File: config.mk
export PLATFORM = sky130hd
export DESIGN_NAME = usb_tx_pkt_arb
export DESIGN_NICKNAME = d
export VERILOG_FILES = /design/src/rtl/usb_tx_pkt_arb.sv
export SDC_FILE = /design/constraint.sdc
export NUM_CORES = 1
export LEC_CHECK = 0
export BUFFER_PORTS_ARGS = -buffer_cell sky130_fd_sc_hd__buf_4
export CORE_MARGIN = 8
export CORE_UTILIZATION = 45
export CTS_BUF_LIST = sky130_fd_sc_hd__clkbuf_16
export CTS_CLUSTER_DIAMETER = 30
export DETAILED_ROUTE_END_ITERATION = 6
export GPL_TIMING_DRIVEN = 0
export HOLD_SLACK_MARGIN = 0.05
export PLACE_DENSITY = 0.74
export SYNTH_ARGS = -nofsm -noshare
export SYNTH_HDL_FRONTEND = slang
export SYNTH_SLANG_ARGS = --single-unit
File: constraint.sdc
create_clock -name clk -period 3.1 [get_ports clk]
set_input_delay 0.465 -clock clk [delete_from_list [all_inputs] [get_ports clk]]
set_output_delay 0.465 -clock clk [all_outputs]
set_load 0.05 [all_outputs]
File: src/rtl/usb_tx_pkt_arb.sv
// usb_tx_pkt_arb
// Shares the USB token/handshake encoder between the handshake responder
// (req0) and the host token engine (req1). Each grant is launched as one
// enc_valid pulse. The arbiter then waits for the encoder to drop and
// re-raise its ready, and holds an inter-packet gap before the next grant.
//
// Handshake semantics, used on every request port:
//   - reqN_valid is raised with pid/addr/endp stable and held until
//     reqN_ready.
//   - A transfer happens in the cycle where reqN_valid && reqN_ready.
//   - reqN_ready is a combinational one-cycle pulse, only ever given in IDLE.
//   - A requester may drop valid before ready; it is then simply not
//     granted.
//   - Toward the encoder, enc_valid is asserted only while enc_ready is
//     high, so every pulse is a completed transfer.
module usb_tx_pkt_arb #(
  parameter int unsigned IPG_CYCLES = 4
) (
  input  logic       clk,
  input  logic       rst_n,

  input  logic       req0_valid,
  input  logic [3:0] req0_pid,
  input  logic [6:0] req0_addr,
  input  logic [3:0] req0_endp,
  output logic       req0_ready,
  output logic       req0_done,

  input  logic       req1_valid,
  input  logic [3:0] req1_pid,
  input  logic [6:0] req1_addr,
  input  logic [3:0] req1_endp,
  output logic       req1_ready,
  output logic       req1_done,

  output logic       enc_valid,
  output logic [3:0] enc_pid,
  output logic [6:0] enc_addr,
  output logic [3:0] enc_endp,
  input  logic       enc_ready,

  output logic       busy,
  output logic       grant_id,
  output logic       pid_err,
  output logic [1:0] dbg_state
);

  typedef enum logic [1:0] {
    S_IDLE      = 2'd0,
    S_LAUNCH    = 2'd1,
    S_WAIT_DONE = 2'd2,
    S_GAP       = 2'd3
  } state_e;

  // The gap counter is loaded with IPG_CYCLES-1 so that GAP lasts exactly
  // IPG_CYCLES cycles. With IPG_CYCLES of 0, GAP is bypassed and this value
  // is never used.
  localparam logic [7:0] GAP_LOAD = (IPG_CYCLES == 0) ? 8'd0 : 8'(IPG_CYCLES - 1);

  state_e     state_q, state_d;
  logic       last_grant_q, last_grant_d;
  logic       grant_id_q, grant_id_d;
  logic       armed_q, armed_d;
  logic [7:0] gap_cnt_q, gap_cnt_d;
  logic [3:0] pid_q, pid_d;
  logic [6:0] addr_q, addr_d;
  logic [3:0] endp_q, endp_d;
  logic       pid_err_q, pid_err_d;

  logic       any_valid;
  logic       winner;
  logic       accept;
  logic [3:0] sel_pid;
  logic [6:0] sel_addr;
  logic [3:0] sel_endp;
  logic       sel_pid_legal;
  logic       done_evt;

  // Winner selection: a lone requester wins; on a tie, the requester that
  // was not granted last time wins.
  always_comb begin
    any_valid     = req0_valid | req1_valid;
    winner        = (req0_valid & req1_valid) ? ~last_grant_q : req1_valid;
    accept        = (state_q == S_IDLE) & any_valid;
    sel_pid       = winner ? req1_pid  : req0_pid;
    sel_addr      = winner ? req1_addr : req0_addr;
    sel_endp      = winner ? req1_endp : req0_endp;
    sel_pid_legal = (sel_pid[1:0] == 2'b01) | (sel_pid[1:0] == 2'b10);
  end

  // Handshake and status outputs, all derived from the current state.
  always_comb begin
    req0_ready = accept & ~winner;
    req1_ready = accept & winner;
    enc_valid  = (state_q == S_LAUNCH) & enc_ready;
    // The encoder's ready only counts as completion after it has been seen
    // low, so the ready still high from the launch cycle is not mistaken
    // for the end of the packet.
    done_evt   = (state_q == S_WAIT_DONE) & armed_q & enc_ready;
    req0_done  = done_evt & ~grant_id_q;
    req1_done  = done_evt & grant_id_q;
    enc_pid    = pid_q;
    enc_addr   = addr_q;
    enc_endp   = endp_q;
    busy       = (state_q != S_IDLE);
    grant_id   = grant_id_q;
    pid_err    = pid_err_q;
    dbg_state  = state_q;
  end

  // Next-state logic: sequencing through accept, launch, completion and gap.
  always_comb begin
    state_d      = state_q;
    last_grant_d = last_grant_q;
    grant_id_d   = grant_id_q;
    armed_d      = armed_q;
    gap_cnt_d    = gap_cnt_q;
    pid_d        = pid_q;
    addr_d       = addr_q;
    endp_d       = endp_q;
    pid_err_d    = 1'b0;

    case (state_q)
      S_IDLE: begin
        if (accept) begin
          pid_d        = sel_pid;
          addr_d       = sel_addr;
          endp_d       = sel_endp;
          grant_id_d   = winner;
          last_grant_d = winner;
          if (sel_pid_legal) begin
            state_d = S_LAUNCH;
          end else begin
            // An illegal PID is dropped. The round-robin pointer still
            // moves, so a requester that keeps sending bad PIDs cannot
            // starve the other one.
            pid_err_d = 1'b1;
          end
        end
      end

      S_LAUNCH: begin
        if (enc_ready) begin
          state_d = S_WAIT_DONE;
          armed_d = 1'b0;
        end
      end

      S_WAIT_DONE: begin
        if (!enc_ready) begin
          armed_d = 1'b1;
        end
        if (done_evt) begin
          if (IPG_CYCLES == 0) begin
            state_d = S_IDLE;
          end else begin
            state_d   = S_GAP;
            gap_cnt_d = GAP_LOAD;
          end
        end
      end

      S_GAP: begin
        if (gap_cnt_q == 8'd0) begin
          state_d = S_IDLE;
        end else begin
          gap_cnt_d = gap_cnt_q - 8'd1;
        end
      end

      default: begin
        state_d = S_IDLE;
      end
    endcase
  end

  // State and holding registers. Reset drops any in-flight request.
  always_ff @(posedge clk or negedge rst_n) begin
    if (!rst_n) begin
      state_q      <= S_IDLE;
      last_grant_q <= 1'b1;
      grant_id_q   <= 1'b0;
      armed_q      <= 1'b0;
      gap_cnt_q    <= 8'd0;
      pid_q        <= 4'd0;
      addr_q       <= 7'd0;
      endp_q       <= 4'd0;
      pid_err_q    <= 1'b0;
    end else begin
      state_q      <= state_d;
      last_grant_q <= last_grant_d;
      grant_id_q   <= grant_id_d;
      armed_q      <= armed_d;
      gap_cnt_q    <= gap_cnt_d;
      pid_q        <= pid_d;
      addr_q       <= addr_d;
      endp_q       <= endp_d;
      pid_err_q    <= pid_err_d;
    end
  end

endmodule
### Yosys cells after proc, flatten, opt, wreduce, memory -nomap -nowiden

Cells that the tools add are included.

| word-level totals | value |
|---|---|
| register bits after elaboration | 29 |
| latch bits | 0 |
| RAM bits | 0 |
| memory bits (read-only) | 0 |
| output and inout bits | 25 |
| word-level logic and storage cells | 64 |
| memories kept | 0 |

| operators by class | value |
|---|---|
| add/sub/neg operators | 1 |
| multipliers | 0 |
| divide/modulo/power cells | 0 |
| magnitude comparators | 0 |
| eq/ne operators | 12 |
| shift operators | 0 |
| multiplexer cells | 19 |
| bitwise gates (word level) | 14 |
| reductions and logical operators | 9 |

Operator list:

| cell | number |
|---|---|
| 2-to-1 mux 8 bit | 2 |
| case mux 8 bit (2 select lines) | 1 |
| inequality test 2 bit, second input constant | 7 |
| 2-to-1 mux 2 bit | 5 |
| bitwise AND 1 bit | 9 |
| logical NOT 8 bit | 1 |
| 2-to-1 mux 4 bit | 2 |
| case mux 2 bit (4 select lines) | 1 |
| subtractor 8 x 1 -> 8 bit, second input constant | 1 |
| 2-to-1 mux 7 bit | 1 |
| == test 2 bit, second input constant | 3 |
| 2-to-1 mux 1 bit | 6 |
| AND reduction 3 bit | 2 |
| nonzero test 2 bit | 3 |
| AND reduction 5 bit | 1 |
| == test 2 x 1 -> 1 bit, second input constant | 2 |
| NOT 1 bit | 3 |
| logical NOT 2 bit | 1 |
| OR 1 bit | 2 |
| case mux 1 bit (2 select lines) | 1 |
| AND reduction 2 bit | 1 |

### Logic depth before layout (Yosys ltp)

Gate-level depths: netlist of run 1.

| depth | value |
|---|---|
| word-level depth | 8 |
| depth in mapped cells | 7 |

### Worst setup path after synthesis of run 1

Ideal clock, no wire load.

| timing | value |
|---|---|
| path kind | register -> output |
| from | reg state_q[0], in the netlist dbg_state[0] |
| to | out req0_ready |
| arrival time | 1965 ps |
| path slack | 670 ps |
| stages on the path, launching flop included | 6 |
| cells stage by stage | dfrtp_1 inv_1 ha_1 o21ai_1 clkbuf_1 nor2_1 |

| between the ends | value |
|---|---|
| longest elaborated chain between the ends | 3 |

Ends and longest elaborated chain:

| item | line | RTL |
|---|---|---|
| start, declared | 60 | `state_e state_q, state_d;` |
| start signal, assigned | 190 | `state_q <= state_d;` |
| logical NOT 2 bit | 84 | `accept = (state_q == S_IDLE) & any_valid;` |
| bitwise AND 1 bit | 84 |  |
| bitwise AND 1 bit | 93 | `req0_ready = accept & ~winner;` |
| end, declared | 26 | `output logic req0_ready,` |

Every way passes these cells.

### Worst setup path in the final report of run 1

Same ends and word-level chain as after synthesis.

==> results.sh, run 1 <==
export IMPL_outcome="finished, final reports clean"
export IMPL_max_cap_violations=0
export IMPL_placed_area_um2=2080
export IMPL_clockBufferDepth=2
export IMPL_finalHoldViolations=0
export IMPL_crit_path_end_kind="primary output"
export IMPL_async_flop_share_pct=100
export IMPL_stdcell_count=274
export IMPL_tightest_slew_ns=0.477
export IMPL_synth_top_area_share_pct=44.4
export IMPL_skew_ns=0.00256
export IMPL_period_share_pct=76.5
export IMPL_synth_cells=161
export IMPL_path_class="reg -> out"
export IMPL_holdBufCountCts=0
export IMPL_port_buffers=59
export IMPL_grt_max_degree=30
export IMPL_fmax_mhz=422
export IMPL_vias_per_cell=5.45
export IMPL_rsz0062_at_grt="false"
export IMPL_grt_pass1_wl_um=6990
export IMPL_path_clk_slew_ns=0.05
export IMPL_cp_required_ns=2.63
export IMPL_synth_edf_count=0
export IMPL_finalSetupTns_ns=0
export IMPL_antenna_cells=0
export IMPL_reg2reg_depth=7
export IMPL_final_layout_size_suffix_gt1_share_pct=32.5
export IMPL_core_area_um2=3360
export IMPL_dp_slack_ns=1.02
export IMPL_synth_cell_types=39
export IMPL_seq_area_frac_synth_pct=46.1
export IMPL_numCtsBuffers=5
export IMPL_syn_to_final_growth_pct=40.8
export IMPL_fin_ws_ns=0.729
export IMPL_powerDensity_nw_per_um2=1180
export IMPL_yosysWarnings=0
export IMPL_cts_sinks=29
export IMPL_design_power_total_mw=2.62
export IMPL_worstPathArrival_ns=1.91
export IMPL_row_count=21
export IMPL_drtIter0Drc=33
export IMPL_clkLatencyLatePin_ns=0.27
export IMPL_syn_area_per_cell_um2=9.80
export IMPL_syn_area_um2=1580
export IMPL_fp_dieW_um=75.2
export IMPL_r2r_setup_slack_ns=1.05
export IMPL_worstPathMaxFanout=10
export IMPL_maxSlewHeadroom_pct=68.1
export IMPL_yosys_top_cells_count="dfrtp_1, nand2_1, o21ai_1"
export IMPL_cts_resized=0
export IMPL_wl_um=4250
export IMPL_io_pins=60
export IMPL_die_area_um2=5660
export IMPL_track_usage_pct=16.2
export IMPL_dp_hpwl_um=3350
export IMPL_ys_ff_latch=29
export IMPL_cts_setup_buffers=0
export IMPL_synth_most_common_cell="dfrtp_1"
export IMPL_dr_pass1_iters=4
export IMPL_critPathMaxStageDelay_ns=0.40
export IMPL_fin_area_um2=2220
export IMPL_path_cells="inv_1 -> ha_1 -> o21ai_1 -> clkbuf_1 -> nor2_1 -> buf_4"
export IMPL_vias=1493
export IMPL_ys_top_cells_by_area="dfrtp_1, a22oi_1, o21ai_1"
export IMPL_die_height_um=75.2
export IMPL_antenna_found_initial=0
export IMPL_drv_slew=0
export IMPL_ant_nets=0
export IMPL_fin_crit_ns=2.37
export IMPL_start_kind="register"
export IMPL_place_gp_congestion=0.817
export IMPL_placed_cells=266
export IMPL_cts_root_buf="clkbuf_16"
export IMPL_nFillCells=288
export IMPL_hold_path_class="in -> async"
export IMPL_fin_nets=268
export IMPL_syn_nets=202
export IMPL_synth_top_area_cell="dfrtp_1"
export IMPL_grt_overflow=0
export IMPL_initial_core_util_pct=46.9
export IMPL_wl_per_cell_um=15.5
export IMPL_synthFlopType="dfrtp_1"
export IMPL_h_tree_depth=2
export IMPL_peakVddDrop_mv=0.807
export IMPL_setup_viol=0
export IMPL_p_leak_nw=1.10
export IMPL_grt_pass1_vias=1602
export IMPL_slowest_stage="dfrtp_1"
export IMPL_drc=0
export IMPL_cts_tree="yes"
cell usage in the layout (no fill, tap or decap), types with 2 or more instances in the layout:
cell	count
a21boi_1	6
a21o_1	2
a21oi_1	3
a22oi_1	15
and2_1	2
buf_2	2
buf_4	59
clkbuf_1	4
clkbuf_16	5
clkinv_2	2
dfrtp_1	28
ha_1	6
inv_1	6
mux2i_1	6
nand2_1	22
nand2b_1	3
nand3_1	2
nor2_1	7
nor2b_1	2
nor3b_1	2
o21ai_1	17
o31ai_1	3
or4_1	3
xor2_1	2
cell families (layout without fill, tap and decap cells):
group / count (synthesis) / count (layout) / synth area share [%]
adder cells (fa/ha/maj): 6 / 6 / 4.76
flip-flops: 29 / 29 / 46.1
multiplexers: 7 / 7 / 4.76
AND/OR/NAND/NOR: 49 / 49 / 16.7
buffers and inverters: 15 / 82 / 4.20
XOR/XNOR: 2 / 2 / 1.11
AO/OA/AOI/OAI: 53 / 53 / 22.4
final timing paths:
| kind | start | endpoint |
|---|---|---|
| setup / recovery | dbg_state[0] | req0_ready |
| max in group asynchronous | rst_n | last_grant_q |
| min in group clk | req0_addr[6] | enc_addr[6] |
| setup reg to reg | dbg_state[0] | gap_cnt_q[6] |
| hold reg to reg | enc_endp[3] | enc_endp[3] |
| hold / removal | rst_n | grant_id |
worst max-delay path: cells and delay by family (launching register included):
kind | cells | cell delay [ns]
buffers and inverters | 3 | 0.69
DFF | 1 | 0.40
adders and majority gates | 1 | 0.29
AOI/OAI and AO/OA | 1 | 0.17
and+or+nand+nor | 1 | 0.08
per-layer routing:
layer	wire [µm]	GRT usage [%]	vias to the layer above
met5	0	0	-
met4	66	6.18	0
met3	362	8.26	8
met2	2120	27.0	41
met1	1700	17.1	731
li1	-	-	713
registers in the layout, indices dropped and copies added, names as in the netlist:
name	count
armed_q	1
dbg_state	2
enc_addr	7
enc_endp	4
enc_pid	4
gap_cnt_q	8
grant_id	1
last_grant_q	1
pid_err	1
area by class of cell:
cell class                      count  area [µm²]  area share [%]
Buffer                              8        40.0            1.80
Inverter                            7        26.3            1.18
Multi-Input combinational cell    117         785            35.3
Clock inverter                      3        17.5           0.789
Tap cell                           46        57.6            2.59
Sequential cell                    29         727            32.7
Clock buffer                        5         125            5.63
Timing Repair Buffer               59         443            19.9
where the power goes:
part / internal, mW / leakage (nW) / switching [mW]
Clock: 0.293 / 0.0696 / 0.166
Combinational: 0.503 / 0.670 / 0.965
Sequential: 0.557 / 0.356 / 0.136
Total: 1.35 / 1.10 / 1.27
through the flow:
step / hold slack [ns] / utilization, %
2_1_floorplan: 0.169 / -
3_3_place_gp: 0.410 / 61.8
3_5_place_dp: 0.409 / 61.8
4_1_cts: 0.118 / 66.0
5_1_grt: 0.140 / 66.0
6_report: 0.107 / 66.0
(Power assumes the default switching activity.)
==> inputs of run 2 (changes only) <==
clock period = 2.5 ns   (was 3.1 ns; I/O delays follow)
==> results.sh, run 2 (synthesis gave the netlist of run 1 again) <==
export IMPL_largest_reg_flops=8
export IMPL_post_route_util_pct=66.3
export IMPL_fin_ws_ns=0.219
export IMPL_largest_register="gap_cnt_q"
export IMPL_h_tree_depth=2
export IMPL_clkLatencyLatePin_ns=0.27
export IMPL_critPathMaxStageDelay_ns=0.40
export IMPL_peakVddDrop_mv=1.00
export IMPL_p_leak_nw=1.10
export IMPL_final_common_cell="buf_4"
export IMPL_numCtsBuffers=5
export IMPL_dr_pass1_iters=4
export IMPL_initial_core_util_pct=46.9
export IMPL_dp_slack_ns=0.453
export IMPL_cts_resized=0
export IMPL_worstPathMaxFanout=10
export IMPL_rsz0062_at_grt="false"
export IMPL_die_height_um=75.2
export IMPL_grt_overflow=0
export IMPL_vias=1495
export IMPL_path_class="reg -> out"
export IMPL_grt_pass1_wl_um=6990
export IMPL_period_share_pct=91.2
export IMPL_ant_nets=0
export IMPL_antenna_cells=0
export IMPL_wl_um=4250
export IMPL_outcome="finished, final reports clean"
export IMPL_cts_sinks=29
export IMPL_cts_root_buf="clkbuf_16"
export IMPL_io_pins=60
export IMPL_fp_dieW_um=75.2
export IMPL_core_area_um2=3360
export IMPL_crit_path_end_kind="primary output"
export IMPL_holdWs_ns=0.378
export IMPL_grt_max_degree=30
export IMPL_path_cells="inv_1 -> ha_1 -> o21ai_1 -> clkbuf_1 -> nor2_1 -> buf_4"
export IMPL_hold_path_class="in -> reg"
export IMPL_fmax_mhz=438
export IMPL_dp_hpwl_um=3350
export IMPL_placed_cells=266
export IMPL_grt_pass1_vias=1602
export IMPL_design_power_total_mw=3.25
export IMPL_vias_per_cell=5.44
export IMPL_mostFrequentLayoutCells="buf_4, dfrtp_1, nand2_1"
export IMPL_setup_viol=0
export IMPL_cp_top_family="buffers and inverters"
export IMPL_place_gp_congestion=0.817
export IMPL_track_usage_pct=16.2
export IMPL_drtIter0Drc=35
export IMPL_clockBufferDepth=2
export IMPL_slowest_stage="dfrtp_1"
export IMPL_finalSetupTns_ns=0
export IMPL_crit_buf_inv=3
export IMPL_antenna_found_initial=0
export IMPL_fin_area_um2=2230
export IMPL_placed_area_um2=2080
export IMPL_row_count=21
export IMPL_finalHoldViolations=0
export IMPL_drc=0
export IMPL_tightest_slew_ns=0.477
export IMPL_drv_slew=0
export IMPL_cts_tree="yes"
export IMPL_worstPathArrival_ns=1.91
export IMPL_max_cap_violations=0
export IMPL_start_kind="register"
export IMPL_final_layout_size_suffix_gt1_share_pct=32.3
export IMPL_wl_per_cell_um=15.5
export IMPL_cp_required_ns=2.12
export IMPL_maxSlewHeadroom_pct=68.1
export IMPL_fin_crit_ns=2.28
export IMPL_fin_nets=269
export IMPL_die_area_um2=5660
export IMPL_stdcell_count=275
export IMPL_powerDensity_nw_per_um2=1460
export IMPL_skew_ns=0.00256
export IMPL_syn_to_final_growth_pct=41.4
export IMPL_port_buffers=59
export IMPL_path_clk_slew_ns=0.05
[run 2: final cells by class]
type                            instances  area (µm²)
Inverter                                7        26.3
Clock buffer                            5         125
Tap cell                               46        57.6
Buffer                                  8        40.0
Timing Repair Buffer                   60         453
Clock inverter                          3        17.5
Sequential cell                        29         727
Fill cell                             287        1130
Multi-Input combinational cell        117         785
[run 2: final timing paths]
check | from | endpoint | slack (ns) | depth (start not counted)
setup / recovery | dbg_state[0] | req0_ready | 0.22 | 6
hold / removal | req0_addr[6] | enc_addr[6] | 0.38 | 3
setup reg to reg | dbg_state[0] | gap_cnt_q[6] | 0.45 | 7
hold reg to reg | enc_endp[3] | enc_endp[3] | 0.49 | 2
max in group asynchronous | rst_n | last_grant_q | 1.64 | 2
min in group asynchronous | rst_n | grant_id | 0.56 | 2
[run 2: worst reg2reg max path, delay by kind of cell (launching register included)]
family | cells | cell delay [ns]
fa+ha+maj | 1 | 0.28
flops | 1 | 0.40
buf+inv | 2 | 0.25
simple gates | 1 | 0.50
compound gates | 3 | 0.54
[run 2: report_power, final]
part / leakage, nW / switching, mW / internal, mW
Clock: 0.0696 / 0.206 / 0.364
Combinational: 0.674 / 1.20 / 0.624
Sequential: 0.356 / 0.168 / 0.691
[run 2: layer usage]
layer,wire length [µm],global-route usage [%],vias to the layer above
met2,2120,27.0,41
met5,0,0,-
met3,363,8.26,8
li1,-,-,715
met1,1700,17.1,731
met4,66,6.18,0
[run 2: timing repair]
action / 4_1_cts / 5_1_grt
hold endpoints to repair: 28 / 0
setup buffers: 0 / 0
hold buffers: 1 / 0
